File: src/rtl/pipe_ctrl_pkg.sv
// Shared core definitions: pipeline stage indices, the per-stage vector type and
// the flush sequencer state encoding.
package cpu_defs;

   localparam int STG_IF = 0;
   localparam int STG_ID = 1;
   localparam int STG_EX = 2;
   localparam int STG_MM = 3;
   localparam int STG_WB = 4;

   typedef logic [4:0] stage_vec_t;

   typedef enum logic {
      RUN   = 1'b0,
      DRAIN = 1'b1
   } pipe_ctrl_state_t;

endpackage

File: src/rtl/pipe_ctrl_if.sv
// Hazard/flush bundle between the pipeline stages and the stall/flush sequencer.
interface pipe_ctrl_if;
   import cpu_defs::*;

   logic        icache_busy_i;
   logic        stall_id_i;
   logic        dcache_busy_i;
   logic        mdu_start_i;
   logic        mdu_is_div_i;
   logic        flush_req_i;
   logic [31:0] flush_pc_i;
   stage_vec_t  stall_o;
   stage_vec_t  bubble_o;
   stage_vec_t  flush_o;
   logic        redirect_valid_o;
   logic [31:0] redirect_pc_o;
   logic        mdu_done_o;

   // Pipeline side: raises requests, consumes the control vectors.
   modport master (
      output icache_busy_i, stall_id_i, dcache_busy_i, mdu_start_i, mdu_is_div_i,
             flush_req_i, flush_pc_i,
      input  stall_o, bubble_o, flush_o, redirect_valid_o, redirect_pc_o, mdu_done_o
   );

   // Sequencer side.
   modport slave (
      input  icache_busy_i, stall_id_i, dcache_busy_i, mdu_start_i, mdu_is_div_i,
             flush_req_i, flush_pc_i,
      output stall_o, bubble_o, flush_o, redirect_valid_o, redirect_pc_o, mdu_done_o
   );

endinterface

File: src/rtl/pipe_ctrl_mdu_counter.sv
// MDU occupancy counter: holds EX for the full multiply/divide latency and flags
// the final cycle; a clear discards any operation in flight.
module mdu_counter #(
   parameter int MUL_CYCLES = 2,
   parameter int DIV_CYCLES = 36
) (
   input  logic clk,
   input  logic rst_n,
   input  logic i_start,
   input  logic i_is_div,
   input  logic i_clr,
   output logic o_busy,
   output logic o_done
);

   localparam logic [5:0] MUL_LAST = 6'(MUL_CYCLES - 1);
   localparam logic [5:0] DIV_LAST = 6'(DIV_CYCLES - 1);

   logic [5:0] r_cnt;
   logic [5:0] w_cnt_next;
   logic       w_idle;

   assign w_idle = (r_cnt == 6'd0);

   // A running count always runs out, even under downstream stalls; starts while busy are ignored.
   always_comb begin
      w_cnt_next = r_cnt;
      if (i_clr)
         w_cnt_next = 6'd0;
      else if (!w_idle)
         w_cnt_next = r_cnt - 6'd1;
      else if (i_start)
         w_cnt_next = i_is_div ? DIV_LAST : MUL_LAST;
   end

   always_ff @(posedge clk or negedge rst_n) begin
      if (!rst_n)
         r_cnt <= 6'd0;
      else
         r_cnt <= w_cnt_next;
   end

   assign o_busy = (i_start & w_idle) | (r_cnt > 6'd1);
   assign o_done = (r_cnt == 6'd1);

endmodule

File: src/rtl/pipe_ctrl.sv
// Stall/bubble/flush sequencer for the five-stage core, including the deferred
// PC redirect while an instruction fetch is still outstanding.
module pipe_ctrl
   import cpu_defs::*;
#(
   parameter int MUL_CYCLES = 2,
   parameter int DIV_CYCLES = 36
) (
   input  logic        clk,
   input  logic        rst_n,
   pipe_ctrl_if.slave  bus
);

   pipe_ctrl_state_t r_state;
   logic [31:0]      r_pc;

   logic        w_drain;
   logic        w_flush_acc;
   logic        w_mdu_busy;
   logic        w_mdu_done;
   stage_vec_t  w_raw;
   stage_vec_t  w_stall;
   stage_vec_t  w_bubble;
   stage_vec_t  w_flush;
   logic        w_redir_valid;
   logic [31:0] w_redir_pc;

   assign w_drain     = (r_state == DRAIN);
   assign w_flush_acc = bus.flush_req_i & ~bus.dcache_busy_i;

   mdu_counter #(
      .MUL_CYCLES (MUL_CYCLES),
      .DIV_CYCLES (DIV_CYCLES)
   ) u_mdu_counter (
      .clk      (clk),
      .rst_n    (rst_n),
      .i_start  (bus.mdu_start_i),
      .i_is_div (bus.mdu_is_div_i),
      .i_clr    (w_flush_acc),
      .o_busy   (w_mdu_busy),
      .o_done   (w_mdu_done)
   );

   assign w_raw[STG_IF] = bus.icache_busy_i | w_drain;
   assign w_raw[STG_ID] = bus.stall_id_i;
   assign w_raw[STG_EX] = w_mdu_busy;
   assign w_raw[STG_MM] = bus.dcache_busy_i;
   assign w_raw[STG_WB] = 1'b0;

   // A stage holds whenever it or any later stage holds; a bubble enters where a hold ends.
   assign w_bubble[STG_IF] = 1'b0;
   for (genvar gi = STG_IF; gi <= STG_WB; gi++) begin : g_stall
      assign w_stall[gi] = |w_raw[STG_WB:gi];
   end
   for (genvar gi = STG_IF; gi < STG_WB; gi++) begin : g_bubble
      assign w_bubble[gi+1] = w_stall[gi] & ~w_stall[gi+1];
   end

   always_comb begin
      w_flush = 5'b00000;
      if (w_flush_acc)
         w_flush = 5'b01111;
      else if (w_drain)
         w_flush = 5'b00011;
   end

   // A flush arriving in the leaving cycle of DRAIN supersedes the latched target.
   always_comb begin
      w_redir_valid = 1'b0;
      w_redir_pc    = 32'h0;
      if (!bus.icache_busy_i) begin
         if (w_flush_acc) begin
            w_redir_valid = 1'b1;
            w_redir_pc    = bus.flush_pc_i;
         end else if (w_drain) begin
            w_redir_valid = 1'b1;
            w_redir_pc    = r_pc;
         end
      end
   end

   always_ff @(posedge clk or negedge rst_n) begin
      if (!rst_n) begin
         r_state <= RUN;
         r_pc    <= 32'h0;
      end else begin
         case (r_state)
            RUN: begin
               if (w_flush_acc && bus.icache_busy_i) begin
                  r_pc    <= bus.flush_pc_i;
                  r_state <= DRAIN;
               end
            end
            DRAIN: begin
               if (w_flush_acc)
                  r_pc <= bus.flush_pc_i;
               if (!bus.icache_busy_i)
                  r_state <= RUN;
            end
            default: r_state <= RUN;
         endcase
      end
   end

   assign bus.stall_o          = w_stall;
   assign bus.bubble_o         = w_bubble;
   assign bus.flush_o          = w_flush;
   assign bus.redirect_valid_o = w_redir_valid;
   assign bus.redirect_pc_o    = w_redir_pc;
   assign bus.mdu_done_o       = w_mdu_done;

endmodule
File: src/flat_wrapper.sv
// flat-port wrapper written by rule: the top's interface ports become plain ports
module pipe_ctrl_flat import cpu_defs::*;
#(
   parameter int MUL_CYCLES = 2,
   parameter int DIV_CYCLES = 36
)
  (clk, rst_n, bus_icache_busy_i, bus_stall_id_i, bus_dcache_busy_i, bus_mdu_start_i, bus_mdu_is_div_i, bus_flush_req_i, bus_flush_pc_i, bus_stall_o, bus_bubble_o, bus_flush_o, bus_redirect_valid_o, bus_redirect_pc_o, bus_mdu_done_o);
  pipe_ctrl_if bus_i ();
  input  logic clk;
  input  logic rst_n;
  input wire logic [$bits(bus_i.icache_busy_i)-1:0] bus_icache_busy_i;
  input wire logic [$bits(bus_i.stall_id_i)-1:0] bus_stall_id_i;
  input wire logic [$bits(bus_i.dcache_busy_i)-1:0] bus_dcache_busy_i;
  input wire logic [$bits(bus_i.mdu_start_i)-1:0] bus_mdu_start_i;
  input wire logic [$bits(bus_i.mdu_is_div_i)-1:0] bus_mdu_is_div_i;
  input wire logic [$bits(bus_i.flush_req_i)-1:0] bus_flush_req_i;
  input wire logic [$bits(bus_i.flush_pc_i)-1:0] bus_flush_pc_i;
  output wire logic [$bits(bus_i.stall_o)-1:0] bus_stall_o;
  output wire logic [$bits(bus_i.bubble_o)-1:0] bus_bubble_o;
  output wire logic [$bits(bus_i.flush_o)-1:0] bus_flush_o;
  output wire logic [$bits(bus_i.redirect_valid_o)-1:0] bus_redirect_valid_o;
  output wire logic [$bits(bus_i.redirect_pc_o)-1:0] bus_redirect_pc_o;
  output wire logic [$bits(bus_i.mdu_done_o)-1:0] bus_mdu_done_o;
  assign bus_i.icache_busy_i = bus_icache_busy_i;
  assign bus_i.stall_id_i = bus_stall_id_i;
  assign bus_i.dcache_busy_i = bus_dcache_busy_i;
  assign bus_i.mdu_start_i = bus_mdu_start_i;
  assign bus_i.mdu_is_div_i = bus_mdu_is_div_i;
  assign bus_i.flush_req_i = bus_flush_req_i;
  assign bus_i.flush_pc_i = bus_flush_pc_i;
  assign bus_stall_o = bus_i.stall_o;
  assign bus_bubble_o = bus_i.bubble_o;
  assign bus_flush_o = bus_i.flush_o;
  assign bus_redirect_valid_o = bus_i.redirect_valid_o;
  assign bus_redirect_pc_o = bus_i.redirect_pc_o;
  assign bus_mdu_done_o = bus_i.mdu_done_o;
  pipe_ctrl #(.MUL_CYCLES(MUL_CYCLES), .DIV_CYCLES(DIV_CYCLES)) u_core (.clk(clk), .rst_n(rst_n), .bus(bus_i));
endmodule
File: config.mk
export PLATFORM = sky130hd
export DESIGN_NAME = pipe_ctrl_flat
export DESIGN_NICKNAME = d
export VERILOG_FILES = /design/src/rtl/pipe_ctrl_pkg.sv /design/src/rtl/pipe_ctrl_if.sv /design/src/rtl/pipe_ctrl_mdu_counter.sv /design/src/rtl/pipe_ctrl.sv /design/src/flat_wrapper.sv
export SDC_FILE = /design/constraint.sdc
export NUM_CORES = 1
export LEC_CHECK = 0
export CAP_MARGIN = 30
export CELL_PAD_IN_SITES_DETAIL_PLACEMENT = 2
export CELL_PAD_IN_SITES_GLOBAL_PLACEMENT = 2
export CORE_MARGIN = 4
export CORE_UTILIZATION = 22
export CTS_BUF_LIST = sky130_fd_sc_hd__clkbuf_16
export DETAILED_ROUTE_END_ITERATION = 10
export PLACE_DENSITY = 0.78
export REMOVE_ABC_BUFFERS = 1
export SYNTH_ARGS = -nofsm -noshare
export SYNTH_HDL_FRONTEND = slang
export SYNTH_SLANG_ARGS = --single-unit
export TNS_END_PERCENT = 1
File: constraint.sdc
create_clock -name clk -period 1.53 [get_ports clk]
set_clock_uncertainty 0.05 [all_clocks]
set_input_delay 0.2295 -clock clk [delete_from_list [all_inputs] [get_ports clk]]
set_output_delay 0.2295 -clock clk [all_outputs]
set_load 0.02 [all_outputs]
Yosys cells after proc, flatten, opt, wreduce, memory -nomap -nowiden
Cells that the tools add are included.
{"block": "op_classes", "n_addsub": 1, "n_lt_le_gt_ge": 1, "n_eq_ne": 4, "mux": 18, "bitwise": 11, "n_reduce_logical": 6}
{"cell": "$mux 32", "count": 5}
{"cell": "$pmux 32 s2", "count": 1}
{"cell": "$mux 6", "count": 4}
{"cell": "$eq 6x1->1 const B", "count": 1}
{"cell": "$gt 6x1->1 const B", "count": 1}
{"cell": "$logic_not 6->1", "count": 1}
{"cell": "$sub 6x1->6 const B", "count": 1}
{"cell": "$and 1x1->1", "count": 5}
{"cell": "$mux 1", "count": 5}
{"cell": "$mux 4", "count": 1}
{"cell": "$not 1->1", "count": 4}
{"cell": "$reduce_or 4->1", "count": 1}
{"cell": "$ne 3x2->1 const B", "count": 1}
{"cell": "$reduce_or 3->1", "count": 1}
{"cell": "$mux 2", "count": 1}
{"cell": "$ne 2x1->1 const B", "count": 1}
{"cell": "$ne 2x2->1 const B", "count": 1}
{"cell": "$or 1x1->1", "count": 2}
{"cell": "$pmux 1 s2", "count": 1}
{"cell": "$reduce_and 2->1", "count": 1}
{"cell": "$reduce_or 2->1", "count": 1}
{"cell": "$logic_and 1x1->1", "count": 1}
{"block": "word_totals", "regBits": 39, "inputBits": 40, "out_inout_bits": 49, "elab_cells": 44}

Depth between registers and ports, before layout
{"block": "logic_depth", "word_depth": 6, "depth_mapped": 7, "mapped_depth_nobuf": 5}

Cells and area by module
A second synthesis with hierarchy kept.
{"block": "unflattened", "cells_unflattened": 238, "hier_area_um2": 2307.2}
{"module": "pipe_ctrl", "n_inst": 1, "cells_each": 202, "area_per_inst_um2": 1935.6, "seq_area_each_um2": 825.8}
{"module": "mdu_counter", "n_inst": 1, "cells_each": 36, "area_per_inst_um2": 371.6, "seq_area_each_um2": 150.1}

Worst setup path before layout
No wires, ideal clock.
{"block": "synth_timing", "path_type": "register -> output", "from": "register u_core.u_mdu_counter.r_cnt[2]", "to": "output port bus_stall_o[0]", "arrival_time_ns": 1.560, "t_required_ns": 1.250, "slack_ns": -0.310, "path_stages_with_launch": 4, "n_path_buf": 0, "cell_sequence": "dfrtp_1 -> nor4_4 -> o2111ai_2 -> or3_1"}
{"block": "synth_via", "elab_chain_cells": 4, "word_cells_on_any_way": 5, "classes_between": "1 x order compare; 2 x bitwise; 2 x reduce/logical"}
{"element": "from (decl)", "line": "pipe_ctrl_mdu_counter.sv:19", "rtl": "logic [5:0] r_cnt;"}
{"element": "from (signal assigned)", "line": "pipe_ctrl_mdu_counter.sv:40", "rtl": "r_cnt <= w_cnt_next;"}
{"element": "branches (longest 2 deep; another with $gt 6x1->1)"}
{"element": "$or 1x1->1 (*)", "line": "pipe_ctrl_mdu_counter.sv:43", "rtl": "assign o_busy = (i_start & w_idle) | (r_cnt > 6'd1);"}
{"element": "$reduce_or 4->1 (*)", "line": "pipe_ctrl.sv:53", "rtl": "assign w_stall[gi] = |w_raw[STG_WB:gi];"}
{"element": "to (decl)", "line": "flat_wrapper.sv:18", "rtl": "output wire logic [$bits(bus_i.stall_o)-1:0] bus_stall_o;"}
Every way passes the cells marked *.

Final worst setup path
Ends and elaborated chain as after synthesis.

==> out/metrics.csv <==
stage,metric,value,unit
run_status,status,"complete, but fails checks",
run_status,violations,negative setup slack,
clock_tree,clk_pin_slew,0.06,ns
worst_setup_path,cp-end-kind,output port,
worst_hold_path,worstHoldPathType,in -> reg,
layout,drive_gt1_frac,0.378,
worst_setup_path,crit_path_start_kind,flop,
yosys,avgSynthCellArea,9.40,um2
floorplanning,die_height,108,um
routing,routed_wl,7.39,mm
routing,antenna_left,0,
worst_setup_path,path_max_fanout,4,
layout,nFillCells,1095,
power,vdd_ir_drop_max,491,uV
yosys,synth_edf_count,0,
routing,drtPass1Iterations,4,
layout,stdcell_count,469,
layout,nNetsFinal,378,
sta,rsz0062_at_grt,yes,
clock_tree,clock_path_buffers,2,
power,pwr_density_cell,1180,nW/um2
grt,antenna_found_initial,0,
clock_tree,clockRootBuffer,clkbuf_16,
yosys,yosysWarnings,0,
yosys,syn_area,2210,um2
layout,regArea,977,um2
yosys,muxShareOfSynthArea,0.168,
job,maxCapViolations,0,
clock_tree,clock-sinks,39,
placed_design,globalplace.congestion,0.709,
floorplanning,fp-row-count,36,
floorplanning,start_util,0.226,
sta,post-route-min-period,2.05,ns
routing,drt_iter0_markers,51,
grt,grt_pass1_vias,2373,
placed_design,dp_slack,-0.909,ns
sta,tightest_slew,0.514,ns
layout,n_antenna_cell,0,
sta,relSlewSlack,0.657,
yosys,synth-adder-area-share,0.0170,
routing,num_vias,2093,
yosys,ys.flop_type,dfrtp_1,
floorplanning,die_w,108,um
routing,via_per_inst,4.46,
yosys,yosysSeqAreaShare,0.442,
yosys,ys_ff_latch,39,
grt,grt_remaining_overflow,0,
layout,multi_input_area,1180,um2
clock_tree,clock_latency,0.28,ns
placed_design,place.port_buffers,85,
sta,worst_slack,-0.516,ns
worst_setup_path,required,1.25,ns
yosys,yosysMostFrequentCell,nand2_1,
worst_setup_path,crit_arrival,1.77,ns
yosys,synth_top_family_by_area,simple AND/OR/NAND/NOR gates,
placed_design,dp_hpwl,5.34,mm
yosys,synth.top_cells.by_count,"nand2_1 (65), dfrtp_1 (39), a21oi_1 (34), mux2_2 (31), buf_4 (14)",
layout,area_growth,58.7,%
yosys,synth_compound_area_frac,0.116,
sta,hold_viol_final,0,
routing,wl_per_cell,15.8,um
grt,grt_max_degree,40,
yosys,synthTopCellsByArea,"dfrtp_1 (44%), mux2_2 (16%), nand2_1 (11%), a21oi_1 (7.7%), buf_4 (4.8%)",
yosys,synthXorXnorAreaFrac,0.00397,
sta,holdWs,0.284,ns
grt,grt_usage,0.125,
yosys,yosysTopAreaCell,dfrtp_1,
yosys,synthArstFlopShare,1.00,
floorplanning,die-area,11700,um2
clock_tree,cts_tree,done,
sta,tns,-5.37,ns
worst_setup_path,critPathKind,reg -> out,
sta,drv_slew,0,
placed_design,dp_cells,458,
grt,grt_pass1_wl,11.8,mm
power,p_total,4.13,mW
clock_tree,numCtsBuffers,5,
yosys,synth-simple-area-share,0.181,
yosys,syn_inst,235,
sta,setup_viol,42,
floorplanning,core-area,9770,um2
routing,route.detailed.drc,0,
power,p_leak,1.61,nW
clock_tree,cts_max_level,2,
sta,fin_crit_sh,1.34,
yosys,ys_types,34,
floorplanning,pin_count,89,
sta,fmaxAchievable,489,MHz
yosys,synth_top_area_frac,0.442,
==> state kept, by name, indices dropped and copies added (netlist names) <==
name                        flops
u_core.r_pc                    32
u_core.u_mdu_counter.r_cnt      6
u_core.r_state                  1
==> cells in the final DEF (no fill, tap or decap), types with 2 or more instances in the layout <==
cell	n
a211oi_1	3
a21oi_1	29
a21oi_2	5
and2_2	2
buf_12	4
buf_2	8
buf_4	49
buf_6	4
clkbuf_16	5
clkdlybuf4s15_2	2
clkdlybuf4s50_1	35
conb_1	3
dfrtp_1	38
dlygate4sd2_1	6
dlymetal6s2s_1	3
ha_1	3
inv_1	4
mux2_2	20
mux2_4	12
nand2_1	65
nand3b_1	2
nor2_1	3
==> power breakdown <==
group / total, mW / leakage (nW) / switching (mW) / internal, mW
sequential: 1.43 / 0.466 / 0.156 / 1.27
combinational: 1.70 / 1.07 / 0.810 / 0.888
clock: 1.00 / 0.0710 / 0.406 / 0.595
total: 4.13 / 1.61 / 1.37 / 2.76
==> cells by family after synthesis <==
| kind of cell | after synthesis |
|---|---|
| mux | 33 |
| fa+ha+maj | 3 |
| flops | 39 |
| compound gates | 45 |
| other cells | 1 |
| xor+xnor | 1 |
| buf+inv | 26 |
| simple gates | 87 |
==> what timing repair did <==
action | in CTS | in global routing
hold buffers | 1 | 0
buffers inserted | 1 | 1
setup endpoints to repair | 80 | 79
resized for setup | 183 | 51
hold endpoints to repair | 39 | 0
pin swaps | 2 | 1
==> metrics by stage <==
stage	area, um2	util
after floorplan	2070	-
after global placement	3310	0.339
after detailed placement	3310	0.339
after CTS	3400	0.347
after global routing	3500	0.359
final	3500	0.359
==> critical path, stage by stage, from the launching register on <==
cell and delay, ns:
dfrtp_1 0.41, nor4_4 0.27, buf_4 0.17, o2111ai_2 0.15, or3_1 0.33, buf_4 0.17
==> metal layers <==
| layer | vias to the layer above | global-route usage | part of all wire |
|---|---|---|---|
| met1 | 1045 | 0.149 | 0.44 |
| li1 | 981 | - | - |
| met4 | 0 | 0.0325 | 0.0088 |
| met2 | 62 | 0.228 | 0.49 |
| met3 | 5 | 0.0263 | 0.058 |
| met5 | - | 0 | 0 |
==> final cells by class <==
cell class                 instances  share of cell area
timing repair buffer             113               0.291
clock inverter                     3             0.00464
tap                              133              0.0475
sequential                        39               0.279
multi-input combinational        172               0.337
inverter                           4             0.00500
clock buffer                       5              0.0357
==> path summary, 6_finish.rpt <==
| check | start | endpoint | cells after the start | slack [ns] |
|---|---|---|---|---|
| max in group asynchronous | rst_n | u_core.r_state$_DFF_PN0_ | 3 | 0.53 |
| max | u_core.u_mdu_counter.r_cnt[2]$_DFFE_PN0P_ | bus_stall_o[0] | 5 | -0.52 |
| min | bus_icache_busy_i | u_core.r_state$_DFF_PN0_ | 3 | 0.28 |
| min reg2reg | u_core.r_pc[19]$_DFFE_PN0P_ | u_core.r_pc[19]$_DFFE_PN0P_ | 1 | 0.46 |
| max reg2reg | u_core.r_state$_DFF_PN0_ | u_core.r_pc[3]$_DFFE_PN0P_ | 5 | 0 |
| min in group asynchronous | rst_n | u_core.r_pc[26]$_DFFE_PN0P_ | 3 | 0.52 |
Power figures use the tool's default switching activity.
